File: src/rtl/clk_div_pkg.sv
// clk_div_pkg: reset defaults, channel FSM states and channel-select width helper
package clk_div_pkg;

    localparam int DEF_DIV = 9999;
    localparam int DEF_HIGH = 5000;

    typedef enum logic {IDLE, RUN} state_t;

    function automatic int ch_w(input int n);
        return (n <= 1) ? 1 : $clog2(n);
    endfunction

endpackage

File: src/rtl/clk_div_ch.sv
// clk_div_ch: one divider channel with shadowed period/high-time and glitch-free reload
module clk_div_ch #(
    parameter int CNT_W = 16,
    parameter int DEF_DIV = clk_div_pkg::DEF_DIV,
    parameter int DEF_HIGH = clk_div_pkg::DEF_HIGH
) (
    input  logic             clk_in,
    input  logic             rst,
    input  logic             en,
    input  logic             wr,
    input  logic [CNT_W-1:0] wr_div,
    input  logic [CNT_W-1:0] wr_high,
    output logic             clk_out,
    output logic             tick,
    output logic             pend
);
    import clk_div_pkg::*;

    state_t state, state_n;
    logic [CNT_W-1:0] cnt, cnt_n, div, div_n, high, high_n, s_div, s_high;
    logic at_end, ld, pend_n;

    // Active registers reload only in IDLE or at a running boundary; a write on
    // that same edge bypasses the shadow so it is never lost or delayed.
    always_comb begin
        at_end = cnt == div;
        ld = state == IDLE || (en && at_end);
        state_n = en ? RUN : IDLE;
        div_n = !ld ? div : wr ? wr_div : pend ? s_div : div;
        high_n = !ld ? high : wr ? wr_high : pend ? s_high : high;
        pend_n = !ld && (wr || pend);
        cnt_n = (!en || state == IDLE || at_end) ? '0 : cnt + 1'b1;
    end

    always_ff @(posedge clk_in or negedge rst) begin
        if (!rst) begin
            state <= IDLE;
            cnt <= '0;
            div <= CNT_W'(DEF_DIV);
            high <= CNT_W'(DEF_HIGH);
            s_div <= CNT_W'(DEF_DIV);
            s_high <= CNT_W'(DEF_HIGH);
            pend <= 1'b0;
            clk_out <= 1'b0;
            tick <= 1'b0;
        end else begin
            state <= state_n;
            cnt <= cnt_n;
            div <= div_n;
            high <= high_n;
            pend <= pend_n;
            if (wr) begin
                s_div <= wr_div;
                s_high <= wr_high;
            end
            clk_out <= en && (cnt_n < high_n);
            tick <= en && (state == IDLE || at_end);
        end
    end

endmodule

File: src/rtl/clk_div_prog.sv
// clk_div_prog: N_CH independent programmable clock dividers sharing one write port
module clk_div_prog #(
    parameter int N_CH = 4,
    parameter int CNT_W = 16,
    parameter int DEF_DIV = clk_div_pkg::DEF_DIV,
    parameter int DEF_HIGH = clk_div_pkg::DEF_HIGH
) (
    input  logic                                  clk_in,
    input  logic                                  rst,
    input  logic [N_CH-1:0]                       en,
    input  logic                                  wr_en,
    input  logic [clk_div_pkg::ch_w(N_CH)-1:0]    wr_ch,
    input  logic [CNT_W-1:0]                      wr_div,
    input  logic [CNT_W-1:0]                      wr_high,
    output logic [N_CH-1:0]                       clk_out,
    output logic [N_CH-1:0]                       tick,
    output logic [N_CH-1:0]                       pend
);
    import clk_div_pkg::*;

    localparam int CH_W = ch_w(N_CH);

    // Out-of-range channel numbers match no instance, so such writes drop out.
    for (genvar i = 0; i < N_CH; i++) begin : g_ch
        clk_div_ch #(
            .CNT_W(CNT_W),
            .DEF_DIV(DEF_DIV),
            .DEF_HIGH(DEF_HIGH)
        ) u_ch (
            .clk_in(clk_in),
            .rst(rst),
            .en(en[i]),
            .wr(wr_en && wr_ch == CH_W'(i)),
            .wr_div(wr_div),
            .wr_high(wr_high),
            .clk_out(clk_out[i]),
            .tick(tick[i]),
            .pend(pend[i])
        );
    end

endmodule

File: config.mk
export PLATFORM = sky130hd
export DESIGN_NAME = clk_div_prog
export DESIGN_NICKNAME = d
export VERILOG_FILES = /design/src/rtl/clk_div_pkg.sv /design/src/rtl/clk_div_ch.sv /design/src/rtl/clk_div_prog.sv
export SDC_FILE = /design/constraint.sdc
export NUM_CORES = 1
export LEC_CHECK = 0
export BUFFER_PORTS_ARGS = -buffer_cell sky130_fd_sc_hd__buf_2
export CAP_MARGIN = 20
export CORE_MARGIN = 2
export CORE_UTILIZATION = 65
export CTS_CLUSTER_DIAMETER = 40
export DETAILED_ROUTE_END_ITERATION = 16
export GPL_ROUTABILITY_DRIVEN = 0
export PLACE_DENSITY = 0.91
export SLEW_MARGIN = 20
export SYNTH_ARGS = -nofsm -noshare
export SYNTH_HDL_FRONTEND = slang
export SYNTH_HIERARCHICAL = 1
export SYNTH_SLANG_ARGS = --single-unit
File: constraint.sdc
create_clock -name clk_in -period 9.2 [get_ports clk_in]
set_input_delay 0.92 -clock clk_in [delete_from_list [all_inputs] [get_ports clk_in]]
set_output_delay 0.92 -clock clk_in [all_outputs]
set_load 0.02 [all_outputs]
== Word-level counts from Yosys, hierarchy flattened ==
Index checks and enable logic that the tools add are counted.
Storage, ports and cells
  bits in registers: 336
  logic and storage cells: 140
  input port bits: 41
  output and inout bits: 12
Operators by class
  multiplexer cells: 28
  add/sub/neg operators: 4
  $lt $le $gt $ge: 4
  reductions and logical operators: 57
  eq/ne operators: 7
  bitwise gates (word level): 4
Operators with widths (number)
  16-bit two-way mux: 24
  16-bit by 1-bit adder with 16-bit output, second input constant: 4
  16-bit equality test: 4
  16-bit less-than comparator: 4
  1-bit logical AND: 20
  1-bit logical OR: 20
  1-bit logical NOT: 8
  2-bit AND reduction: 4
  2-bit nonzero test: 4
  2-bit equality test, second input constant: 2
  1-bit two-way mux: 4
  1-bit inverter: 4
  2-bit by 1-bit equality test with 1-bit output, second input constant: 1
  2-bit logical NOT: 1

== Longest topological paths before layout ==
Gate-level depths: netlist of run 1.
  depth after elaboration: 6
  mapped depth: 16
  mapped depth without buffers: 14

== By module ==
The synthesis of run 1 kept the hierarchy.
By module, submodules not included
  clk_div_ch at g_ch[1].u_ch ...: cells an instance 304, area an instance 4166.5 um^2, seq. area each 2134.5 um^2, times used 2
  clk_div_ch at g_ch[3].u_ch: cells an instance 307, area an instance 4159.0 um^2, seq. area each 2134.5 um^2, times used 1
  clk_div_ch at g_ch[0].u_ch: cells an instance 309, area an instance 4130.2 um^2, seq. area each 2134.5 um^2, times used 1
  clk_div_prog: cells an instance 4, area an instance 37.5 um^2, seq. area each 0.0 um^2, times used 1

== Least setup slack after synthesis of run 1 ==
OpenSTA, ideal clock, no wires.
  path kind: input to register
  from: input port wr_en
  to: register g_ch[3].u_ch.clk_out
  buffers on the path: 2
  stages on the path: 11
  data arrival time: 3.248 ns
  data required time: 9.069 ns
  setup time: 0.131 ns
  slack: 5.821 ns
  path through: and3_2 -> buf_1 -> clkbuf_1 -> nand3_1 -> and3_1 -> ha_1 -> nand4_1 -> or3b_2 -> nor3_1 -> a211o_1 -> a31oi_1
On the way
  word-level cells in the longest chain between the ends: 5
RTL lines
  start, declared: RTL line clk_div_prog.sv:11  | input logic wr_en,
  1-bit logical AND: RTL line clk_div_prog.sv:33  | .wr(wr_en && wr_ch == CH_W'(i)),
  16-bit two-way mux (2 in series): RTL line clk_div_ch.sv:30  | high_n = !ld ? high : wr ? wr_high : pend ? s_high : high;
  16-bit less-than comparator: RTL line clk_div_ch.sv:56  | clk_out <= en && (cnt_n < high_n);
  1-bit logical AND: RTL line clk_div_ch.sv:56
  end signal, assigned: RTL line clk_div_ch.sv:56
  end, declared: RTL line clk_div_ch.sv:13  | output logic clk_out,
No other way between the ends.
A chain may end at the register's enable or synchronous reset.

== Final worst setup path of run 1 ==
  from: register g_ch[3].u_ch.div[3]
  to: register g_ch[3].u_ch.clk_out
On the way
  word-level cells in the longest chain between the ends: 6
RTL lines
  start, declared: RTL line clk_div_ch.sv:20  | logic [CNT_W-1:0] cnt, cnt_n, div, div_n, high, high_n, s_div, s_high;
  start signal, assigned: RTL line clk_div_ch.sv:39  | div <= CNT_W'(DEF_DIV);
  start signal, assigned: RTL line clk_div_ch.sv:49  | div <= div_n;
  16-bit equality test *: RTL line clk_div_ch.sv:26  | at_end = cnt == div;
  1-bit logical AND: RTL line clk_div_ch.sv:27  | ld = state == IDLE || (en && at_end);
  1-bit logical OR: RTL line clk_div_ch.sv:27
  16-bit two-way mux: RTL line clk_div_ch.sv:30
  16-bit less-than comparator *: RTL line clk_div_ch.sv:56
  1-bit logical AND *: RTL line clk_div_ch.sv:56
Every way passes the cells marked *; elsewhere a longest branch is shown, timed or not.

==> reports/metrics.cfg, run 1 <==
[yosys]
syn_inst = 1228
ys_types = 59
syn-cell-area_um2 = 16700
yosysSeqAreaShare_pct = 51.3
synth_edf_count = 0
ys.flop_type = dfrtp_1
async_flop_share_pct = 100
synth.net_count = 1333
yosys_register_bits = 336
avgSynthCellArea_um2 = 13.6
yosysWarnings = 6

[grt]
antenna_found_initial = 0
grt_pass1_vias = 10848
grt_max_degree = 98
grt_overflow = 0
grt_pass1_wl_um = 60800
track_usage_pct = 29.7

[drt]
routedWlPerCell_um = 23.4
wl_um = 38600
firstDrtPassIters = 7
via_per_inst = 6.30
vias = 10414
drcViolationCount = 0
drt_iter0_drc = 868
ant_nets = 0

[worst_setup_path]
slowest_delay_ps = 750
startpoint_type = register
critical_path_peak_fanout = 42
worst-r2r-setup-slack_ps = 4910
worstPathArrival_ps = 4710
crit_type = reg2reg
slowest_stage = nor2_8
end_kind = register
cp_data_required_time_ps = 9620
cp_cell_sequence = xor2_1 > nor4_1 > nand4_2 > o21a_4 > nor2_8 > mux2i_1 > ha_1 > and3_1 > or3b_2 > nor3_1 > a211o_1 > a31oi_1

[floorplan]
core_um2 = 25200
initial_core_util_pct = 66.2
io_pins = 53
rows = 58
die_area_um2 = 26900
die_y_um = 164
fp.dieW_um = 164

[cts]
ctsHoldBuffers = 0
clockBufferDepth = 3
cts_resized = 0
path_clk_slew_ps = 60
clockRootBuffer = clkbuf_16
htree_levels = 2
tritoncts = yes
insertion_delay_ps = 540
post_cts_buffers = 0
cts_made_buffers = 41
clock_sinks = 336

[placement]
dp_hpwl_um = 23900
placed_area_um2 = 17000
placement.io_buffers = 52

[power]
power_density_nw_per_um2 = 256
power_leakage_uw = 0.00832
irDropWorstVdd_uv = 188

[finish]
utilization_pct = 73.0
final_nets = 1393
drive_above_1_share_pct = 37.6
area_growth_pct = 10.3
final_area_um2 = 18400

[outcome]
outcome = complete, no violations

[timing]
max_clock_freq_mhz = 233
period_needed_ps = 4290
grt_setup_unrepaired = false
finalSetupTns_ps = 0
finalCritPeriodShare_pct = 46.6
finalHoldViolCount = 0
setup_viol = 0
relSlewSlack_pct = 35.4
worst_pin_slew_ps = 968
skew_ps = 21.1
hold_ws_ps = 374
slew_violations = 0

[job]
maxCapViolCount = 0

[hold_path]
hold_class = in2async

-- registers in the layout (all words and copies together), names as in the netlist --
name and cells:
g_ch.u_ch/s_div 64, g_ch.u_ch/tick 4, g_ch.u_ch/pend 4, g_ch.u_ch/div 64, g_ch.u_ch/high 64, g_ch.u_ch/cnt 64, g_ch.u_ch/s_high 64, g_ch.u_ch/clk_out 4
g_ch.u_ch/state 4
-- layer usage --
layer	part of all wire (%)	global-route usage, %
met1	40	38.2
met2	49	48.6
met3	5.4	4.77
met4	5.2	15.8
met5	0	0
-- critical path: cells and delay by family (launching register included) --
kind	cells	cell delay, ps
and+or+nand+nor	6	2430
DFF	1	570
AOI/OAI and AO/OA	3	520
adders and majority gates	1	360
muxes	1	210
xor gates and xnor gates	1	90
-- through the flow --
step	worst slack, ps	instances	power [uW]
3_3_place_gp	4920	1575	2970
3_5_place_dp	4760	1575	3050
6_report	4910	1652	4700
4_1_cts	4960	1651	4720
5_1_grt	4700	1651	4900
2_1_floorplan	5820	1228	2790
-- where the power goes --
| group | total (uW) | internal, uW | switching [uW] |
|---|---|---|---|
| Clock | 1620 | 967 | 656 |
| Combinational | 975 | 528 | 446 |
| Sequential | 2110 | 1900 | 205 |
| Total | 4700 | 3400 | 1310 |
-- cell type report --
class | count | area [um2]
Sequential cell | 336 | 8540
Multi-Input combinational cell | 833 | 7650
Fill cell | 1457 | 6800
Clock buffer | 55 | 1170
Tap cell | 330 | 413
Timing Repair Buffer | 59 | 327
Clock inverter | 21 | 215
Inverter | 17 | 63.8
Antenna cell | 1 | 2.50
-- cell usage in the layout (no fill, tap or decap), drive strengths merged, types with 3 or more instances in the layout --
cell type / n
mux2: 241
dfrtp: 232
dfstp: 104
xor2: 98
nor2: 90
ha: 64
buf: 59
mux2i: 56
clkbuf: 55
nand3: 37
nand2: 33
a21o: 23
nand4: 23
inv: 23
xnor2: 22
and3: 19
nor4: 19
a21oi: 18
o21ai: 12
nor2b: 8
a22o: 8
clkinv: 8
o21a: 7
clkinvlp: 5
nand2b: 5
o2111ai: 5
a22oi: 4
o32a: 4
nand3b: 4
nor3: 3
a31oi: 3
-- path summary, 6_finish.rpt --
check | start | end | cells past startpoint
worst max-delay path | g_ch[3].u_ch/div[3] | g_ch[3].u_ch/clk_out | 12
worst min-delay path | rst | g_ch[3].u_ch/s_div[11] | 1
worst max register to register | g_ch[3].u_ch/div[3] | g_ch[3].u_ch/clk_out | 12
worst min register to register | g_ch[1].u_ch/s_div[5] | g_ch[1].u_ch/s_div[5] | 1
max in group asynchronous | rst | g_ch[2].u_ch/high[2] | 2
min in group clk_in | g_ch[1].u_ch/s_div[5] | g_ch[1].u_ch/s_div[5] | 1
-- cells by family after synthesis --
family	share of synthesized area (%)
adders and majority gates	4.81
buffers and inverters	2.90
muxes	22.0
AOI/OAI and AO/OA	4.64
xor gates and xnor gates	6.31
DFF	51.3
and+or+nand+nor	8.05
-- synth_stat cells (all sizes together) (18+ instances only) --
master	number	area (um2)
dfrtp	232	5810
and3	19	120
nand3	37	185
xnor2	22	193
mux2	241	3110
nand4	23	169
xor2	98	858
nand2	33	124
buf	36	397
nor2	90	370
mux2i	56	561
a21o	23	173
dfstp	104	2730
nor4	19	156
a21oi	18	90.1
ha	64	801
No activity file was read; power rests on OpenSTA's default activity.
==> run 2, diff against run 1 <==
--- a/config.mk
+++ b/config.mk
@@ -8,11 +8,11 @@
 export BUFFER_PORTS_ARGS = -buffer_cell sky130_fd_sc_hd__buf_2
 export CAP_MARGIN = 20
 export CORE_MARGIN = 2
-export CORE_UTILIZATION = 65
+export CORE_UTILIZATION = 63
 export CTS_CLUSTER_DIAMETER = 40
 export DETAILED_ROUTE_END_ITERATION = 16
 export GPL_ROUTABILITY_DRIVEN = 0
-export PLACE_DENSITY = 0.91
+export PLACE_DENSITY = 0.89
 export SLEW_MARGIN = 20
 export SYNTH_ARGS = -nofsm -noshare
 export SYNTH_HDL_FRONTEND = slang
==> constraint.sdc (replaced) <==
create_clock -name clk_in -period 4.2 [get_ports clk_in]
set_input_delay 0.42 -clock clk_in [delete_from_list [all_inputs] [get_ports clk_in]]
set_output_delay 0.42 -clock clk_in [all_outputs]
set_load 0.02 [all_outputs]
==> reports/metrics.cfg, run 2 (synthesis gave the netlist of run 1 again) <==
[outcome]
outcome = finished with violations
violations = hold timing

[cts]
tritoncts = yes
path_clk_slew_ps = 50
htree_levels = 2
clockBufferDepth = 3
clockRootBuffer = clkbuf_16
post_cts_buffers = 0
cts_resized = 0
insertion_delay_ps = 540
clock_sinks = 336
ctsHoldBuffers = 0
cts_made_buffers = 47

[power]
power_leakage_uw = 0.00852
irDropWorstVdd_uv = 387
power_density_nw_per_um2 = 579

[timing]
slew_violations = 0
finalSetupTns_ps = 0
worst_pin_slew_ps = 1020
skew_ps = 14.3
hold_ws_ps = -21.7
setup_viol = 0
finalCritPeriodShare_pct = 95.2
relSlewSlack_pct = 31.9
timing.final.ws_setup_ps = 204
max_clock_freq_mhz = 250
finalHoldViolCount = 1
period_needed_ps = 4000
grt_setup_unrepaired = false

[drt]
wl_um = 38700
firstDrtPassIters = 5
drcViolationCount = 0
vias = 10336
routedWlPerCell_um = 23.1
drt_iter0_drc = 735
via_per_inst = 6.16
ant_nets = 0

[hold_path]
hold_class = in2async

[grt]
grt_pass1_wl_um = 62100
grt_pass1_vias = 11034
antenna_found_initial = 0
grt_overflow = 0
grt_max_degree = 131
track_usage_pct = 28.5

[worst_setup_path]
startpoint_type = register
crit_type = reg2reg
worst-r2r-setup-slack_ps = 200
end_kind = register
worstPathArrival_ps = 4450
critical_path_peak_fanout = 29
cp_data_required_time_ps = 4650

[floorplan]
die_area_um2 = 27800
rows = 59
fp.dieW_um = 167
initial_core_util_pct = 64.1
core_um2 = 26000
io_pins = 53
die_y_um = 167

[finish]
final_nets = 1409
utilization_pct = 72.2
final_cell_mix = dfrtp_1, mux2_2, mux2_4
drive_above_1_share_pct = 38.7
final_common_cell = dfrtp_1
final_area_um2 = 18800
diodes = 0
area_growth_pct = 12.6

[placement]
placed_area_um2 = 17100
dp_slack_ps = 313
placement.io_buffers = 52
dp_hpwl_um = 24700

[job]
maxCapViolCount = 0

run 2: critical path, cell delays in order (launching register included):
cell       delay [ps]
dfrtp_1           440
xor2_1            210
nor4_2            380
nand4_2           240
o21ai_4           300
o21a_4            520
mux2i_1           260
ha_1              260
a21o_1            160
a21o_1            160
a2111oi_0         580
o2111ai_1         200
a31oi_1           190
run 2: through the flow:
step	cells	total power (uW)
2_1_floorplan	1228	6120
3_3_place_gp	1590	6540
3_5_place_dp	1590	6670
4_1_cts	1677	10900
5_1_grt	1677	11300
6_report	1677	10900
run 2: layout make-up:
cell class	instances	area (um2)
Timing Repair Buffer	69	423
Fill cell	1615	7220
Sequential cell	336	8540
Inverter	17	63.8
Clock inverter	27	353
Multi-Input combinational cell	833	7650
Clock buffer	60	1320
Tap cell	335	419
run 2: where the power goes:
group          total [uW]  switching, uW  internal (uW)
Combinational        2120            960           1160
Sequential           4600            432           4170
Clock                4140           1520           2620
Total               10900           2910           7950
run 2: path summary, 6_finish.rpt:
path,to,start,depth (start not counted)
max reg2reg,g_ch[2].u_ch/clk_out,g_ch[2].u_ch/cnt[3],12
min reg2reg,g_ch[2].u_ch/s_div[15],g_ch[2].u_ch/s_div[15],1
min,g_ch[1].u_ch/high[10],rst,1
max,g_ch[2].u_ch/clk_out,g_ch[2].u_ch/cnt[3],12
max in group asynchronous,g_ch[2].u_ch/s_div[1],rst,2
min in group clk_in,g_ch[0].u_ch/state,en[0],1
run 2: per-layer routing:
metal,wire [um],track usage [%]
met5,0,0
met4,2380,15.6
met3,1900,4.35
met2,18000,44.4
met1,16400,38.8
